[src/rtl/proc_pkg.sv]
`default_nettype none
// ----------------------------------------------------------------------------
// proc_pkg : opcode/state encodings and flag bit positions shared by proc_core
// Rev 1.0  : initial release
// ----------------------------------------------------------------------------
package proc_pkg;

  typedef enum logic [3:0] {
    OP_NOP   = 4'd0,
    OP_ADD   = 4'd1,
    OP_MUL   = 4'd2,
    OP_CMP   = 4'd3,
    OP_RSH   = 4'd4,
    OP_LSH   = 4'd5,
    OP_LOAD  = 4'd6,
    OP_STORE = 4'd7,
    OP_JMP   = 4'd8,
    OP_JE    = 4'd9,
    OP_JG    = 4'd10,
    OP_JL    = 4'd11,
    OP_LDI   = 4'd12,
    OP_SUB   = 4'd13,
    OP_RSVD  = 4'd14,
    OP_HALT  = 4'd15
  } opcode_t;

  typedef enum logic [2:0] {
    S_FETCH   = 3'd0,
    S_DECODE  = 3'd1,
    S_EXECUTE = 3'd2,
    S_MEM     = 3'd3,
    S_WB      = 3'd4,
    S_HALT    = 3'd5
  } state_t;

  localparam int CARRY    = 0;
  localparam int OVERFLOW = 1;
  localparam int NEG      = 2;
  localparam int ZERO     = 3;

  function automatic logic sets_flags(input opcode_t op);
    return op inside {OP_ADD, OP_SUB, OP_CMP, OP_MUL, OP_RSH, OP_LSH};
  endfunction

  function automatic logic writes_back(input opcode_t op);
    return op inside {OP_ADD, OP_SUB, OP_MUL, OP_RSH, OP_LSH, OP_LDI};
  endfunction

endpackage
`default_nettype wire

[src/rtl/proc_alu.sv]
`default_nettype none
// ----------------------------------------------------------------------------
// proc_alu : combinational ALU for proc_core, result plus {Z,N,V,C} flags
// Rev 1.0  : initial release
// ----------------------------------------------------------------------------
module proc_alu
  import proc_pkg::*;
#(
  parameter int DATA_W = 8
) (
  input  opcode_t           opcode,
  input  logic [DATA_W-1:0] a,
  input  logic [DATA_W-1:0] b,
  output logic [DATA_W-1:0] result,
  output logic [3:0]        flags
);

  localparam logic [DATA_W-1:0] W_VAL = DATA_W'(DATA_W);
  localparam int                MSB   = DATA_W - 1;

  logic [DATA_W:0]     sum;
  logic [DATA_W:0]     diff;
  logic [2*DATA_W-1:0] prod;
  logic [DATA_W:0]     lsh_w;
  logic [DATA_W:0]     rsh_w;
  logic                big_shift;
  logic                carry;
  logic                ovf;

  // Shifts run one bit wider so the last bit shifted out lands in the guard bit.
  always_comb begin
    sum       = {1'b0, a} + {1'b0, b};
    diff      = {1'b0, a} - {1'b0, b};
    prod      = {{DATA_W{1'b0}}, a} * {{DATA_W{1'b0}}, b};
    lsh_w     = {1'b0, a} << b;
    rsh_w     = {a, 1'b0} >> b;
    big_shift = (b >= W_VAL);
    result    = '0;
    carry     = 1'b0;
    ovf       = 1'b0;
    case (opcode)
      OP_ADD: begin
        result = sum[DATA_W-1:0];
        carry  = sum[DATA_W];
        ovf    = (a[MSB] == b[MSB]) && (result[MSB] != a[MSB]);
      end
      OP_SUB, OP_CMP: begin
        result = diff[DATA_W-1:0];
        carry  = diff[DATA_W];
        ovf    = (a[MSB] != b[MSB]) && (result[MSB] != a[MSB]);
      end
      OP_MUL: begin
        result = prod[DATA_W-1:0];
        carry  = |prod[2*DATA_W-1:DATA_W];
        ovf    = carry;
      end
      OP_LSH: begin
        if (!big_shift) begin
          result = lsh_w[DATA_W-1:0];
          carry  = lsh_w[DATA_W];
        end
      end
      OP_RSH: begin
        if (!big_shift) begin
          result = rsh_w[DATA_W:1];
          carry  = rsh_w[0];
        end
      end
      default: ;
    endcase
  end

  always_comb begin
    flags           = '0;
    flags[ZERO]     = (result == '0);
    flags[NEG]      = result[MSB];
    flags[OVERFLOW] = ovf;
    flags[CARRY]    = carry;
  end

endmodule
`default_nettype wire

[src/rtl/proc_core.sv]
`default_nettype none
// ----------------------------------------------------------------------------
// proc_core : parametrised multi-cycle processor with valid/ready fetch port
// Rev 1.0   : initial release
// ----------------------------------------------------------------------------
module proc_core
  import proc_pkg::*;
#(
  parameter  int DATA_W    = 8,
  parameter  int NREGS     = 4,
  parameter  int PC_W      = 4,
  parameter  int MEM_DEPTH = 16,
  parameter  int OUT_REG   = 2,
  localparam int RA        = $clog2(NREGS),
  localparam int INSTR_W   = 4 + 3 * RA
) (
  input  logic               clk,
  input  logic               rst,
  input  logic               instr_valid,
  input  logic [INSTR_W-1:0] instr,
  output logic               instr_ready,
  output logic [PC_W-1:0]    pc,
  output logic [3:0]         proc_flags,
  output logic [DATA_W-1:0]  proc_out,
  output logic               halted
);

  localparam int             MA      = $clog2(MEM_DEPTH);
  localparam logic [RA-1:0]  OUT_IDX = RA'(OUT_REG);

  state_t              state;
  state_t              state_nx;
  logic [INSTR_W-1:0]  ir;
  opcode_t             op;
  logic [RA-1:0]       rd_f;
  logic [RA-1:0]       rs_f;
  logic [RA-1:0]       rt_f;

  logic [DATA_W-1:0]   regs [NREGS];
  logic [DATA_W-1:0]   mem  [MEM_DEPTH];
  logic [DATA_W-1:0]   opa;
  logic [DATA_W-1:0]   opb;
  logic [DATA_W-1:0]   result;
  logic [DATA_W-1:0]   load_data;
  logic [3:0]          flags;

  logic [DATA_W-1:0]   alu_res;
  logic [3:0]          alu_flags;
  logic [DATA_W-1:0]   imm;
  logic [PC_W-1:0]     target;
  logic [MA-1:0]       addr;
  logic                cond;
  logic                taken;
  logic                to_fetch;

  assign op     = opcode_t'(ir[INSTR_W-1 -: 4]);
  assign rd_f   = ir[3*RA-1 -: RA];
  assign rs_f   = ir[2*RA-1 -: RA];
  assign rt_f   = ir[RA-1:0];
  assign imm    = DATA_W'({rs_f, rt_f});
  assign target = PC_W'(opa);
  assign addr   = opa[MA-1:0];

  proc_alu #(
    .DATA_W (DATA_W)
  ) u_alu (
    .opcode (op),
    .a      (opa),
    .b      (opb),
    .result (alu_res),
    .flags  (alu_flags)
  );

  // Branch conditions see the flags as left by earlier instructions.
  always_comb begin
    cond = 1'b0;
    case (op)
      OP_JMP:  cond = 1'b1;
      OP_JE:   cond = flags[ZERO];
      OP_JG:   cond = !flags[ZERO] && (flags[NEG] == flags[OVERFLOW]);
      OP_JL:   cond = (flags[NEG] != flags[OVERFLOW]);
      default: cond = 1'b0;
    endcase
  end

  assign taken    = (state == S_EXECUTE) && cond;
  assign to_fetch = (state != S_FETCH) && (state_nx == S_FETCH);

  always_ff @(posedge clk or negedge rst) begin
    if (!rst) begin
      state <= S_FETCH;
    end else begin
      state <= state_nx;
    end
  end

  always_comb begin
    state_nx = state;
    case (state)
      S_FETCH: begin
        if (instr_valid) state_nx = S_DECODE;
      end
      S_DECODE: begin
        case (op)
          OP_NOP, OP_RSVD: state_nx = S_FETCH;
          OP_HALT:         state_nx = S_HALT;
          default:         state_nx = S_EXECUTE;
        endcase
      end
      S_EXECUTE: begin
        if (op == OP_LOAD || op == OP_STORE) state_nx = S_MEM;
        else if (writes_back(op))            state_nx = S_WB;
        else                                 state_nx = S_FETCH;
      end
      S_MEM:   state_nx = (op == OP_LOAD) ? S_WB : S_FETCH;
      S_WB:    state_nx = S_FETCH;
      S_HALT:  state_nx = S_HALT;
      default: state_nx = S_FETCH;
    endcase
  end

  // instr_ready is gated by rst so it reads 0 for the whole reset window.
  always_comb begin
    instr_ready = rst && (state == S_FETCH);
    halted      = (state == S_HALT);
  end

  always_ff @(posedge clk or negedge rst) begin
    if (!rst) begin
      pc        <= '0;
      flags     <= '0;
      ir        <= '0;
      opa       <= '0;
      opb       <= '0;
      result    <= '0;
      load_data <= '0;
      for (int i = 0; i < NREGS; i++) regs[i] <= '0;
    end else begin
      if (state == S_FETCH && instr_valid) ir <= instr;
      if (state == S_DECODE) begin
        opa <= regs[rs_f];
        opb <= regs[rt_f];
      end
      if (state == S_EXECUTE) begin
        result <= (op == OP_LDI) ? imm : alu_res;
        if (sets_flags(op)) flags <= alu_flags;
      end
      if (state == S_MEM && op == OP_LOAD) load_data <= mem[addr];
      if (state == S_WB) regs[rd_f] <= (op == OP_LOAD) ? load_data : result;
      if (to_fetch) pc <= taken ? target : pc + PC_W'(1);
    end
  end

  // Data memory has no reset; reset forces FETCH, so no store can slip through.
  always_ff @(posedge clk) begin
    if (state == S_MEM && op == OP_STORE) mem[addr] <= opb;
  end

  assign proc_flags = flags;
  assign proc_out   = regs[OUT_IDX];

endmodule
`default_nettype wire

[config.mk]
export PLATFORM = sky130hd
export DESIGN_NAME = proc_core
export DESIGN_NICKNAME = d
export VERILOG_FILES = /design/src/rtl/proc_pkg.sv /design/src/rtl/proc_alu.sv /design/src/rtl/proc_core.sv
export SDC_FILE = /design/constraint.sdc
export NUM_CORES = 1
export LEC_CHECK = 0
export ABC_AREA = 1
export CORE_ASPECT_RATIO = 2
export CORE_UTILIZATION = 63
export DETAILED_ROUTE_END_ITERATION = 12
export GPL_TIMING_DRIVEN = 0
export PLACE_DENSITY = 0.85
export SLEW_MARGIN = 20
export SYNTH_ARGS = -nofsm -noshare
export SYNTH_HDL_FRONTEND = slang
export SYNTH_HIERARCHICAL = 1
export SYNTH_SLANG_ARGS = --single-unit
[constraint.sdc]
create_clock -name clk -period 5.5 [get_ports clk]
set_input_delay 1.1 -clock clk [delete_from_list [all_inputs] [get_ports clk]]
set_output_delay 1.1 -clock clk [all_outputs]
set_load 0.02 [all_outputs]
* Yosys cells after proc, flatten, opt, wreduce, memory -nomap -nowiden
Memory sizes are Yosys's and may differ from the RTL's. A register that Yosys moved wholly into a read port is not among the register bits. Cells that the tools add are included.
Word-level totals: flip-flop bits (word level) 77, memory bits (writable) 128, input bits 13, output and inout bits 18, logic and storage cells 104, memories kept 1
Memory list:
- mem | words 16, width 8, read ports 1, clocked after memory_dff 1, write ports 1, RTL line proc_core.sv:40 | logic [DATA_W-1:0] mem [MEM_DEPTH];
Operators by class: $add $sub $neg 3, multiply operators 1, $lt $le $gt $ge 5, equal/unequal tests 26, shift-type cells 2, mux-type cells 28, bitwise gates (word level) 3, reduce and logical (&&, ||, !) cells 24
Operators by type and width (number):
- 8-bit 2-to-1 mux | 9
- 8-bit case mux with 5 select lines | 1
- 8-bit binary-select mux with 2-bit select | 2
- 32-bit bitwise mux | 1
- 4-bit == test (second input constant) | 8
- 8-bit demux with 2-bit select | 1
- 4-bit by 3-bit == test with 1-bit output (second input constant) | 4
- 8-bit by 8-bit multiplier with 16-bit output | 1
- 3-bit case mux with 5 select lines | 1
- 3-bit 2-to-1 mux | 4
- 6-bit nonzero test | 2
- 1-bit logical AND | 10
- 8-bit by 8-bit adder with 9-bit output | 1
- 3-bit greater-or-equal comparator (second input constant) | 3
- 2-bit NOT with 3-bit output | 3
- 8-bit by 8-bit left shift with 9-bit output | 1
- 9-bit by 8-bit right shift with 9-bit output | 1
- 8-bit by 8-bit subtractor with 9-bit output | 1
- 4-bit by 2-bit == test with 1-bit output (second input constant) | 2
- 8-bit by 4-bit greater-or-equal comparator with 1-bit output (second input constant) | 1
- 8-bit logical NOT | 1
- 8-bit OR reduction | 1
- 3-bit by 2-bit == test with 1-bit output (second input constant) | 2
- 3-bit == test (second input constant) | 2
- other kinds (19) | 29

* Depth between registers and ports, before layout
depth after elaboration 7, depth in mapped cells 26, mapped depth without buffers 24

* By module
The synthesis kept the hierarchy.
By module, submodules not included:
- proc_core | instances 1, cells each 885, area each 9031.2 µm², seq. area each 5970.7 µm²
- proc_alu | instances 1, cells each 670, area each 4110.2 µm², seq. area each 0.0 µm²

* Worst setup path before layout
Ideal clock, no wire load.
path kind register to register, start register opb[2], end register flags[0] (netlist: proc_flags[0]), setup time 0.125 ns, data arrival time 4.772 ns, required time 5.375 ns, path slack 0.604 ns, cell stages (with the launch flop) 24, buffers on the path 3, clock period less this slack 4.896 ns, path through dfrtp_1 -> buf_2 -> clkbuf_1 -> nand2_1 -> inv_1 -> fa_1 -> inv_1 -> fa_1 -> fa_1 -> fa_1 -> inv_1 -> ha_1 -> a21oi_1 -> nor2_1 -> o21ai_0 -> nand3_1 -> nand2_1 -> nand2_1 -> nor2_1 -> nand3_1 -> nand2_1 -> nand2_1 -> buf_4 -> mux2_2
Between the ends: longest elaborated chain between the ends 3, elaborated cells between the ends (all ways) 10, those cells by class 2 x add/sub; 1 x mul; 1 x order compare; 2 x shift; 3 x mux; 1 x reduce/logical
Ends and longest elaborated chain:
- from (decl) | RTL line proc_core.sv:42 | logic [DATA_W-1:0] opb;
- from (signal assigned) | RTL line proc_core.sv:142 | opb <= regs[rt_f];
- 8-bit by 8-bit multiplier with 16-bit output, or another cell as far along | RTL line proc_alu.sv:34 | prod = {{DATA_W{1'b0}}, a} * {{DATA_W{1'b0}}, b};
- 8-bit OR reduction, or another cell as far along | RTL line proc_alu.sv:54 | carry = |prod[2*DATA_W-1:DATA_W];
- 1-bit case mux with 5 select lines (*) | RTL line proc_alu.sv:41 | case (opcode)
- via u_alu.carry | RTL line proc_alu.sv:27 | logic carry;
- to (signal assigned) | RTL line proc_core.sv:146 | if (sets_flags(op)) flags <= alu_flags;
- to (decl) | RTL line proc_core.sv:45 | logic [3:0] flags;
The timed path passes the listed nets; every way through them passes the cells marked *. A chain may end at the register's enable or synchronous reset.

* Worst setup path after layout
start register opb[3], end register result[7]
Between the ends: longest elaborated chain between the ends 4, elaborated cells between the ends (all ways) 10, those cells by class 2 x add/sub; 1 x mul; 1 x order compare; 2 x shift; 4 x mux
Ends and longest elaborated chain:
- branches (longest 2 deep; another with 8-bit by 8-bit multiplier with 16-bit output)
- 8-bit case mux with 5 select lines (*) | RTL line proc_alu.sv:41
- via alu_flags[2] | RTL line proc_core.sv:48 | logic [3:0] alu_flags;
- 8-bit 2-to-1 mux (*) | RTL line proc_core.sv:145 | result <= (op == OP_LDI) ? imm : alu_res;
- to (signal assigned) | RTL line proc_core.sv:145
- to (decl) | RTL line proc_core.sv:43 | logic [DATA_W-1:0] result;
Mark *: on every way through the listed nets, which the timed path passes.

==> results.ini <==
[timing]
final-setup-viol-count = 0
timing.final.hold_violations = 0
final_cycle_share = 0.959
drv_slew = 0
final.setup_skew_ps = 15.0
worst_slew_pin_slew_ps = 923
timing.slew.headroom = 0.382
finalWorstSetupSlack_ps = 227
achievable_clock_frequency_mhz = 190
unrepaired_setup_endpoints_after_global_routing = false
post-route-min-period_ps = 5270
fin_worst_hold_slack_ps = 496

[run]
timing.max_cap.violations = 0

[synthesis]
syn-instance-count = 1555
ys_async_sr_fraction = 0.399
postSynthRegisterBits = 213
yosysUniqueCellTypes = 47
syn-mean-instance-area_um2 = 8.45
number_of_synthesized_flops_with_an_enable_pin = 128
syn-cell-area_um2 = 13100
synth-main-ff-cell = sky130_fd_sc_hd__edfxtp_1
mappedNetlistNets = 1659
yosysWarningCount = 6
synth-seq-area-share = 0.454

[worst_setup_path]
slowest_stage_cell_cp = sky130_fd_sc_hd__dfrtp_4
critPathKind = register to register
timing.critical_path.to_type = register
worst_path_dominant_cell_family = adder cells
cp.required_ps = 5850
reg2reg_slack_ps = 230
worst_ep_arrival_time_ps = 5620
worstPathBufferInverterCount = 6
ff2ff_path_depth = 19
setup.worst_path.start_class = register
critPathMaxFanout = 19
slowest_delay_ps = 570
crit_cells = 19
timing.critical_path.cells = buf_2, nand2_1, fa_1, inv_1, fa_1, inv_1, fa_1, fa_1, inv_1, ha_1, a21oi_1, nand2_1, o21ai_0, nand2_1, inv_1, nand3_1, buf_4, nand3_1, o21ai_0

[global_route]
grt_antenna_before_repair = 0
grt_start_max_net_pins = 59
gr-usage-all-layers = 0.384
grt_pass1_wl_um = 61000
gr-total-overflow = 0
grt_pass1_vias = 11500

[detailed_routing]
drtIter0Drc = 802
remaining_drc_errors = 0
detailroute.via_count = 11200
avgViaCountPerCell = 5.97
routed_wire_length_per_instance_um = 21.2
ant_nets = 0
finalWirelength_um = 39800
firstDrtPassIters = 6

[power_and_ir_drop]
vdd.ir_drop.worst_mv = 0.200
p_per_area_nw_per_um2 = 208
finalPower_mw = 2.99
p_leak_nw = 6.40

[floorplanning]
die_height_um = 206
die_x_um = 104
placement_rows = 74
die-area_um2 = 21500
design.core.area_um2 = 20500
ios = 31
floorplan.initialDensity = 0.642

[clock_network]
cts.sinks = 213
cts_root_buf = sky130_fd_sc_hd__clkbuf_16
h-tree-depth = 1
cts_tree = done
cts_hold_buffers = 0
clk_pin_slew_ps = 80
clock_latency_ps = 490
clock_tree.buffer_depth = 3
cts-buffers-inserted = 17

[status]
status = finished, final reports clean

[placement]
numPlacedInstances = 1852
place.gp.congestion = 1.03
dpl_worst_slack_ps = -729
dpl.hpwl_um = 30200
buffer_ports.inserted = 30

[finish]
insertedDiodeCount = 0
n_fill_cell = 1619
layout-area-overhead-vs-synth_pct = 9.69
drive_gt1_frac = 0.0985
layout.cells.non_filler = 1881
layout_nets = 1709

[min_path]
worstHoldPathCells = 2
holdCritPathClass = register to register

==> layout by cell type, fill, tap and decap left out, types with 3 or more instances in the layout <==
| cell type | instances |
|---|---|
| sky130_fd_sc_hd__nand2_2 | 10 |
| sky130_fd_sc_hd__nand3_1 | 95 |
| sky130_fd_sc_hd__xor2_1 | 3 |
| sky130_fd_sc_hd__o21ai_0 | 110 |
| sky130_fd_sc_hd__inv_2 | 13 |
| sky130_fd_sc_hd__buf_4 | 21 |
| sky130_fd_sc_hd__clkbuf_1 | 17 |
| sky130_fd_sc_hd__edfxtp_1 | 128 |
| sky130_fd_sc_hd__nor2_1 | 117 |
| sky130_fd_sc_hd__nor2_4 | 5 |
| sky130_fd_sc_hd__buf_6 | 3 |
| sky130_fd_sc_hd__nand2_1 | 462 |
| sky130_fd_sc_hd__inv_1 | 178 |
| sky130_fd_sc_hd__dfrtp_2 | 6 |
| sky130_fd_sc_hd__fa_1 | 38 |
| sky130_fd_sc_hd__nand3b_1 | 4 |
| sky130_fd_sc_hd__dfrtp_1 | 74 |
| sky130_fd_sc_hd__a21oi_1 | 58 |
| sky130_fd_sc_hd__bufinv_16 | 3 |
| sky130_fd_sc_hd__ha_1 | 53 |
| sky130_fd_sc_hd__buf_2 | 23 |
| sky130_fd_sc_hd__nand4_2 | 4 |
| sky130_fd_sc_hd__mux2_2 | 13 |
| sky130_fd_sc_hd__o21bai_1 | 3 |
| sky130_fd_sc_hd__clkinv_2 | 5 |
| sky130_fd_sc_hd__nor2_2 | 6 |
| sky130_fd_sc_hd__clkbuf_16 | 17 |
| sky130_fd_sc_hd__nand3_2 | 6 |
| sky130_fd_sc_hd__xnor2_1 | 3 |
| sky130_fd_sc_hd__o21ai_1 | 28 |
| sky130_fd_sc_hd__o22ai_1 | 4 |
| sky130_fd_sc_hd__clkinv_1 | 4 |
| sky130_fd_sc_hd__nand4_1 | 39 |
| sky130_fd_sc_hd__dfrtp_4 | 5 |
| sky130_fd_sc_hd__clkdlybuf4s50_1 | 29 |
==> Yosys cell counts (6+ instances only) <==
library cell	number	share of area
sky130_fd_sc_hd__ha_1	53	0.050
sky130_fd_sc_hd__nand3_2	6	0.0046
sky130_fd_sc_hd__dfrtp_1	85	0.16
sky130_fd_sc_hd__fa_1	38	0.058
sky130_fd_sc_hd__nand2_1	463	0.13
sky130_fd_sc_hd__nor2_2	6	0.0029
sky130_fd_sc_hd__nand2_2	9	0.0043
sky130_fd_sc_hd__edfxtp_1	128	0.29
sky130_fd_sc_hd__buf_4	17	0.0097
sky130_fd_sc_hd__o21ai_1	27	0.010
sky130_fd_sc_hd__o21ai_0	111	0.042
sky130_fd_sc_hd__nor2_1	117	0.033
sky130_fd_sc_hd__mux2_2	13	0.011
sky130_fd_sc_hd__nand4_1	39	0.019
sky130_fd_sc_hd__inv_2	13	0.0037
sky130_fd_sc_hd__buf_2	24	0.0091
sky130_fd_sc_hd__inv_1	178	0.051
sky130_fd_sc_hd__nand3_1	95	0.036
sky130_fd_sc_hd__clkbuf_1	19	0.0054
sky130_fd_sc_hd__a21oi_1	59	0.022
==> stage by stage <==
stage	area [um2]	TNS, ps	utilization
2_1_floorplan	13100	0	-
3_3_place_gp	13800	-3070	0.673
3_5_place_dp	13800	-2500	0.674
4_1_cts	14400	0	0.704
5_1_grt	14400	0	0.704
6_report	14400	0	0.704
==> final timing paths <==
| check | startpoint | endpoint |
|---|---|---|
| min reg2reg | regs[17] | regs[17] |
| max in group asynchronous | rst | pc[2] |
| min | regs[17] | regs[17] |
| min in group asynchronous | rst | proc_out[1] |
| max | opb[3] | result[7] |
| max reg2reg | opb[3] | result[7] |
==> state kept, by name (all words and copies together) (netlist names) <==
register,count
ir,10
load_data,8
mem,128
opa,8
opb,8
pc,4
proc_flags,4
proc_out,8
regs,24
result,8
state,3
==> tightest hold or removal path, cell delays in order, from the launching register on <==
cell	delay, ps
sky130_fd_sc_hd__dfrtp_1	350
sky130_fd_sc_hd__nand2_1	50
sky130_fd_sc_hd__o21ai_0	60
==> layer usage <==
layer | wire length [um] | track usage | up-vias | part of all wire
met3 | 2210 | 0.0464 | 230 | 0.056
met2 | 21600 | 0.733 | 561 | 0.54
met4 | 4380 | 0.378 | 0 | 0.11
met5 | 0 | 0 | - | 0
met1 | 11600 | 0.337 | 5295 | 0.29
li1 | - | - | 5143 | -
==> kinds of logic (layout without fill, tap and decap cells) <==
group / count (synthesis) / in the layout / synth area share
flops: 213 / 213 / 0.454
simple gates: 757 / 757 / 0.252
xor+xnor: 6 / 6 / 0.00400
mux: 14 / 14 / 0.0120
fa+ha+maj: 91 / 91 / 0.108
buf+inv: 264 / 324 / 0.0872
compound gates: 210 / 210 / 0.0821
==> area by class of cell <==
| type | instances | area [um2] | share of cell area |
|---|---|---|---|
| Timing Repair Buffer | 33 | 340 | 0.0236 |
| Clock inverter | 10 | 129 | 0.00894 |
| Buffer | 64 | 393 | 0.0273 |
| Multi-Input combinational cell | 1078 | 6030 | 0.418 |
| Inverter | 198 | 749 | 0.0520 |
| Clock buffer | 19 | 443 | 0.0307 |
| Sequential cell | 213 | 6000 | 0.416 |
| Tap cell | 266 | 333 | 0.0231 |
==> power by group <==
part	leakage (nW)	switching [mW]	internal [mW]	total, mW
sequential	2.00	0	1.68	1.68
combinational	4.12	0.0151	0.00943	0.0245
clock	0.281	0.564	0.725	1.29
==> repair_timing <==
item,in CTS,in global routing
pin swaps,0,1
buffers inserted,1,1
gates resized for setup,15,7
endpoints found under the setup margin,5,2
No activity file was read; power rests on OpenSTA's default activity.
